`src/rtl/pipe_hazard_ctrl.sv`:
```
// +--------------------------------------------------------------------------+
// | Module      : pipe_hazard_ctrl                                           |
// | Description : Stall/flush sequencer for a 5-stage IF/ID/EX/MEM/WB        |
// |               pipeline. Arbitrates data-memory wait, multicycle multiply,|
// |               EX redirect and load-use hazards into per-register hold    |
// |               and bubble controls. Outputs are combinational.            |
// | Option      : PIPE_CTRL_PERF_EN enables saturating perf counters.        |
// | Revision    : 1.0 - initial release                                      |
// +--------------------------------------------------------------------------+
`default_nettype none

module pipe_hazard_ctrl #(
  parameter int MUL_LATENCY = 4,
  parameter int FLUSH_SLOTS = 1,
  parameter int PERF_W      = 32
) (
  input  logic              clock,
  input  logic              reset,
  input  logic              ld_hazard,
  input  logic              ex_mul_start,
  input  logic              ex_redirect,
  input  logic              dmem_busy,
  input  logic              perf_clr,
  output logic              pc_stall,
  output logic              if_id_stall,
  output logic              id_ex_stall,
  output logic              ex_mem_stall,
  output logic              if_id_flush,
  output logic              id_ex_bubble,
  output logic              ex_mem_bubble,
  output logic              mem_wb_bubble,
  output logic              mul_busy,
  output logic [1:0]        ctrl_state,
  output logic [PERF_W-1:0] perf_stall_cycles,
  output logic [PERF_W-1:0] perf_flush_cycles
);

  // Shared down-counter must hold the larger of the two sequence lengths.
  localparam int c_CNT_MAX = (MUL_LATENCY > FLUSH_SLOTS) ? MUL_LATENCY : FLUSH_SLOTS;
  localparam int c_CNT_W   = $clog2(c_CNT_MAX) + 1;

  localparam bit c_MUL_STALLS  = (MUL_LATENCY > 1);
  localparam bit c_FLUSH_MULTI = (FLUSH_SLOTS > 1);

  localparam logic [c_CNT_W-1:0] c_MUL_LOAD   = c_CNT_W'((MUL_LATENCY > 1) ? (MUL_LATENCY - 2) : 0);
  localparam logic [c_CNT_W-1:0] c_FLUSH_LOAD = c_CNT_W'((FLUSH_SLOTS > 1) ? (FLUSH_SLOTS - 2) : 0);
  localparam logic [c_CNT_W-1:0] c_CNT_ONE    = c_CNT_W'(1);

  typedef enum logic [1:0] {
    ST_RUN   = 2'd0,
    ST_MUL   = 2'd1,
    ST_FLUSH = 2'd2
  } state_t;

  state_t             r_state;
  state_t             w_state_nxt;
  logic [c_CNT_W-1:0] r_cnt;
  logic [c_CNT_W-1:0] w_cnt_nxt;

  logic w_pc_stall;
  logic w_if_id_stall;
  logic w_id_ex_stall;
  logic w_ex_mem_stall;
  logic w_if_id_flush;
  logic w_id_ex_bubble;
  logic w_ex_mem_bubble;
  logic w_mem_wb_bubble;
  logic w_mul_busy;

  // State and sequence counter register; reset abandons any sequence.
  always_ff @(posedge clock) begin
    if (reset) begin
      r_state <= ST_RUN;
      r_cnt   <= '0;
    end else begin
      r_state <= w_state_nxt;
      r_cnt   <= w_cnt_nxt;
    end
  end

  // Next-state and control decode, priority dmem_busy > multiply > redirect > load-use.
  always_comb begin
    w_state_nxt     = r_state;
    w_cnt_nxt       = r_cnt;
    w_pc_stall      = 1'b0;
    w_if_id_stall   = 1'b0;
    w_id_ex_stall   = 1'b0;
    w_ex_mem_stall  = 1'b0;
    w_if_id_flush   = 1'b0;
    w_id_ex_bubble  = 1'b0;
    w_ex_mem_bubble = 1'b0;
    w_mem_wb_bubble = 1'b0;
    w_mul_busy      = 1'b0;

    if (dmem_busy) begin
      // Freeze everything upstream of MEM; the sequence counter still runs
      // down (stopping at zero) but no state transition is taken.
      w_pc_stall      = 1'b1;
      w_if_id_stall   = 1'b1;
      w_id_ex_stall   = 1'b1;
      w_ex_mem_stall  = 1'b1;
      w_mem_wb_bubble = 1'b1;
      w_mul_busy      = (r_state == ST_MUL);
      if (r_cnt != '0) begin
        w_cnt_nxt = r_cnt - c_CNT_ONE;
      end
    end else begin
      case (r_state)
        ST_RUN: begin
          if (ex_mul_start && c_MUL_STALLS) begin
            w_pc_stall      = 1'b1;
            w_if_id_stall   = 1'b1;
            w_id_ex_stall   = 1'b1;
            w_ex_mem_bubble = 1'b1;
            w_mul_busy      = 1'b1;
            w_cnt_nxt       = c_MUL_LOAD;
            w_state_nxt     = ST_MUL;
          end else if (ex_redirect) begin
            // Instruction in ID is wrong-path, so its load-use hazard is moot.
            w_if_id_flush = 1'b1;
            if (c_FLUSH_MULTI) begin
              w_cnt_nxt   = c_FLUSH_LOAD;
              w_state_nxt = ST_FLUSH;
            end
          end else if (ld_hazard) begin
            w_pc_stall     = 1'b1;
            w_if_id_stall  = 1'b1;
            w_id_ex_bubble = 1'b1;
          end
        end

        ST_MUL: begin
          w_mul_busy = 1'b1;
          if (r_cnt != '0) begin
            w_pc_stall      = 1'b1;
            w_if_id_stall   = 1'b1;
            w_id_ex_stall   = 1'b1;
            w_ex_mem_bubble = 1'b1;
            w_cnt_nxt       = r_cnt - c_CNT_ONE;
          end else begin
            // Release cycle: a redirect from the multiply's instruction slot
            // is honoured here.
            w_state_nxt = ST_RUN;
            if (ex_redirect) begin
              w_if_id_flush = 1'b1;
              if (c_FLUSH_MULTI) begin
                w_cnt_nxt   = c_FLUSH_LOAD;
                w_state_nxt = ST_FLUSH;
              end
            end
          end
        end

        ST_FLUSH: begin
          w_if_id_flush = 1'b1;
          if (r_cnt == '0) begin
            w_state_nxt = ST_RUN;
          end else begin
            w_cnt_nxt = r_cnt - c_CNT_ONE;
          end
        end

        default: begin
          w_state_nxt = ST_RUN;
          w_cnt_nxt   = '0;
        end
      endcase
    end
  end

  // All controls are held low while reset is asserted.
  assign pc_stall      = ~reset & w_pc_stall;
  assign if_id_stall   = ~reset & w_if_id_stall;
  assign id_ex_stall   = ~reset & w_id_ex_stall;
  assign ex_mem_stall  = ~reset & w_ex_mem_stall;
  assign if_id_flush   = ~reset & w_if_id_flush;
  assign id_ex_bubble  = ~reset & w_id_ex_bubble;
  assign ex_mem_bubble = ~reset & w_ex_mem_bubble;
  assign mem_wb_bubble = ~reset & w_mem_wb_bubble;
  assign mul_busy      = ~reset & w_mul_busy;
  assign ctrl_state    = reset ? 2'd0 : r_state;

`ifdef PIPE_CTRL_PERF_EN
  logic [PERF_W-1:0] r_perf_stall;
  logic [PERF_W-1:0] r_perf_flush;

  // Saturating count of PC-hold cycles; clear beats increment.
  always_ff @(posedge clock) begin
    if (reset || perf_clr) begin
      r_perf_stall <= '0;
    end else if (w_pc_stall && (r_perf_stall != '1)) begin
      r_perf_stall <= r_perf_stall + PERF_W'(1);
    end
  end

  // Saturating count of IF/ID flush cycles; clear beats increment.
  always_ff @(posedge clock) begin
    if (reset || perf_clr) begin
      r_perf_flush <= '0;
    end else if (w_if_id_flush && (r_perf_flush != '1)) begin
      r_perf_flush <= r_perf_flush + PERF_W'(1);
    end
  end

  assign perf_stall_cycles = reset ? '0 : r_perf_stall;
  assign perf_flush_cycles = reset ? '0 : r_perf_flush;
`else
  logic w_unused_perf_clr;
  assign w_unused_perf_clr = perf_clr;
  assign perf_stall_cycles = '0;
  assign perf_flush_cycles = '0;
`endif

endmodule

`default_nettype wire

```
`config.mk`:
```
export PLATFORM = sky130hd
export DESIGN_NAME = pipe_hazard_ctrl
export DESIGN_NICKNAME = d
export VERILOG_FILES = /design/src/rtl/pipe_hazard_ctrl.sv
export SDC_FILE = /design/constraint.sdc
export NUM_CORES = 1
export LEC_CHECK = 0
export ABC_AREA = 1
export CORE_MARGIN = 5
export CORE_UTILIZATION = 27
export CTS_CLUSTER_SIZE = 25
export DETAILED_ROUTE_END_ITERATION = 8
export PLACE_DENSITY = 0.78
export SETUP_SLACK_MARGIN = 0.3
export SLEW_MARGIN = 20
export SYNTH_ARGS = -nofsm -noshare
export SYNTH_HDL_FRONTEND = slang
export SYNTH_SLANG_ARGS = --single-unit
```
`constraint.sdc`:
```
create_clock -name clock -period 1.4 [get_ports clock]
set_clock_uncertainty 0.2 [all_clocks]
set_input_delay 0.28 -clock clock [delete_from_list [all_inputs] [get_ports clock]]
set_output_delay 0.28 -clock clock [all_outputs]
set_load 0.02 [all_outputs]
```
==> impl_metrics.ini <==
[clock_tree]
holdBufCountCts = 0
htree_levels = 1
root_buffer = clkbuf_4
cts_made_buffers = 3
cts_sinks = 4
clk-insertion-delay-late_ns = 0.26
clockBufferDepth = 2
cts_tree = built
clk_pin_slew_worst_paths_ns = 0.05

[sta]
slew_viol_final = 0
setup_violations = 9
fmax_mhz = 557
hold_viol_final = 0
rsz0062_at_grt = yes
setup_slack_ns = -0.394
hold_slack_ns = 0.201
post-route-min-period_ns = 1.79
min_period_over_period = 1.28

[die]
io-pin-count = 82
die_x_um = 65.1
die_h_um = 65.1
coreArea_um2 = 2980
std_cell_rows = 20
start_util = 0.276
fp.dieArea_um2 = 4240

[critical_path]
path_common_cell = nand2_4
cp.depth = 7
rr_worst_depth = 9
crit_type = reg2out
critPathMaxStageDelay_ns = 0.33
regToRegEndpoint = r_cnt[1]$_SDFFE_PP0P_
start_kind = flop
crit_arrival_ns = 1.31
path_cells = inv_2 > ha_4 > nand2_4 > nand2_4 > buf_4 > a21oi_4 > buf_6
worstPathRequired_ns = 0.92
end_kind = primary output
path_buf_inv = 3
cpMaxStageDelayCell = dfxtp_2
crit_fanout = 2
rrSetupSlack_ns = -0.01
reg2reg_from = r_cnt[1]$_SDFFE_PP0P_
cpLargestDelayFamily = flip-flops

[synth]
synth_compound_area_frac = 0.0518
ys_seq_elements = 4
syn_area_um2 = 821
ys_warn_count = 0
yosys.area_share.xor_xnor = 0
synth_top_area_frac = 0.613
synth.distinct_cells = 17
synth_cells = 121
synthSimpleGateAreaFrac = 0.162
synth_top_family_by_area = buffers and inverters
ys_seq_area_frac = 0.0976
synth_top_cell_by_area = buf_4
avgSynthCellArea_um2 = 6.78
synthTopCellsByArea = buf_4, dfxtp_1, nand2_1, nor2_1, ha_1
synthAdderAreaFrac = 0.0305
muxShareOfSynthArea = 0

[detailed_routing]
vias = 659
ant_nets = 0
drtPass1Iterations = 4
drcViolationCount = 0
wl_per_cell_um = 9.82
first_iter_violations = 25
vias_per_cell = 3.47
totalWireLength_mm = 1.87

[pwr]
p_leak_nw = 0.613
p_clk_frac = 0.181
switching_share = 0.496
power_frac_seq = 0.153
power_density_nw_per_um2 = 866
peakVddDrop_mv = 0.224
p_int_w = 0.000487
combinationalPowerShare = 0.666
p_sw_w = 0.000480

[outcome]
violations = setup timing
status = complete, but fails checks

[global_route]
grt.total_usage = 0.0789
grt_pass1_wl_mm = 2.51
grt_max_degree = 7
gr-total-overflow = 0
grt_pass1_vias = 605
antenna_found_initial = 0

[worst_hold_path]
hold_end = r_state[0]$_SDFFE_PP0P_
min_from = reset
hold_class = in2reg
hold_depth = 5

[cells_and_area]
nNetsFinal = 167
final_cell_mix = conb_1, buf_4, buf_6
drive_gt1_frac = 0.465
area_growth_pct = 36.1
n_antenna_cell = 0
final_common_cell = conb_1

[job]
cap_violations = 0

[place]
dp_hpwl_mm = 1.43
io_buffers = 15
pre_cts_slack_ns = -0.897
gp_congestion = 0.725
==> metal layers <==
layer | wire [µm] | global-route usage | vias up
li1 | - | - | 311
met1 | 546 | 0.0717 | 296
met2 | 1060 | 0.153 | 48
met3 | 207 | 0.0120 | 4
met4 | 48 | 0.0622 | 0
met5 | 0 | 0 | -
==> tightest hold or removal path: cells and delay by family <==
| kind | cells | cell delay [ns] |
|---|---|---|
| and+or+nand+nor | 1 | 0.06 |
| buffers and inverters | 4 | 0.29 |
==> power groups by stage <==
stage	Sequential [W]	Clock [W]	Combinational [W]
after floorplan	0.000149	0	0.000520
after global placement	0.000150	0	0.000513
after detailed placement	0.000151	0	0.000528
after CTS	0.000148	0.000179	0.000613
after global routing	0.000150	0.000185	0.000698
final	0.000148	0.000175	0.000644
==> through the flow <==
step | total power [W] | utilization | instances | instance area (µm²) | TNS [ns]
detailed placement | 0.000679 | 0.321 | 178 | 956 | -9.91
floorplan | 0.000669 | - | 185 | 1180 | -0.512
CTS | 0.000941 | 0.364 | 190 | 1080 | -2.41
global route | 0.00103 | 0.375 | 190 | 1120 | -2.90
finish | 0.000967 | 0.375 | 190 | 1120 | -2.40
global placement | 0.000663 | 0.321 | 178 | 956 | -9.66
==> cells in the mapped netlist <==
| library cell | n |
|---|---|
| inv_2 | 3 |
| o211ai_1 | 1 |
| buf_4 | 67 |
| o22ai_1 | 1 |
| nor3_1 | 1 |
| o21ai_0 | 2 |
| ha_1 | 2 |
| a21oi_2 | 1 |
| nand3_1 | 3 |
| a21oi_1 | 2 |
| inv_1 | 6 |
| nand2_1 | 13 |
| nor2_1 | 10 |
| nand2_2 | 3 |
| dfxtp_1 | 4 |
| conb_1 | 1 |
| nand3b_1 | 1 |
==> cell type report <==
class	instances	area, µm²
tap	33	41.3
inverter	9	41.3
timing repair buffer	35	327
clock buffer	4	26.3
multi-input combinational	105	596
sequential	4	86.3
fill	294	1860
==> sequential cells by signal, summed over array words and instances (netlist names) <==
name,count
r_cnt,3
r_state,1
==> repair_timing <==
| item | 4_1_cts | 5_1_grt |
|---|---|---|
| setup endpoints to repair | 14 | 14 |
| pin swaps | 9 | 7 |
| setup buffers | 8 | 0 |
| gates resized for setup | 86 | 10 |
==> how the worst max path moves through the flow <==
stage,start,to
finish,r_cnt[1]$_SDFFE_PP0P_,ex_mem_bubble
global route,r_cnt[1]$_SDFFE_PP0P_,if_id_stall
CTS,r_cnt[1]$_SDFFE_PP0P_,ex_mem_bubble
detailed placement,ex_mul_start,if_id_stall
global placement,dmem_busy,id_ex_bubble
floorplan,r_cnt[1]$_SDFFE_PP0P_,pc_stall
==> cell families (layout without fill, tap and decap cells) <==
family	Yosys count	after routing
adder cells (fa/ha/maj)	2	2
buffers and inverters	76	48
AND/OR/NAND/NOR	31	31
other	1	65
flip-flops	4	4
AO/OA/AOI/OAI	7	7
Power figures use the tool's default switching activity.
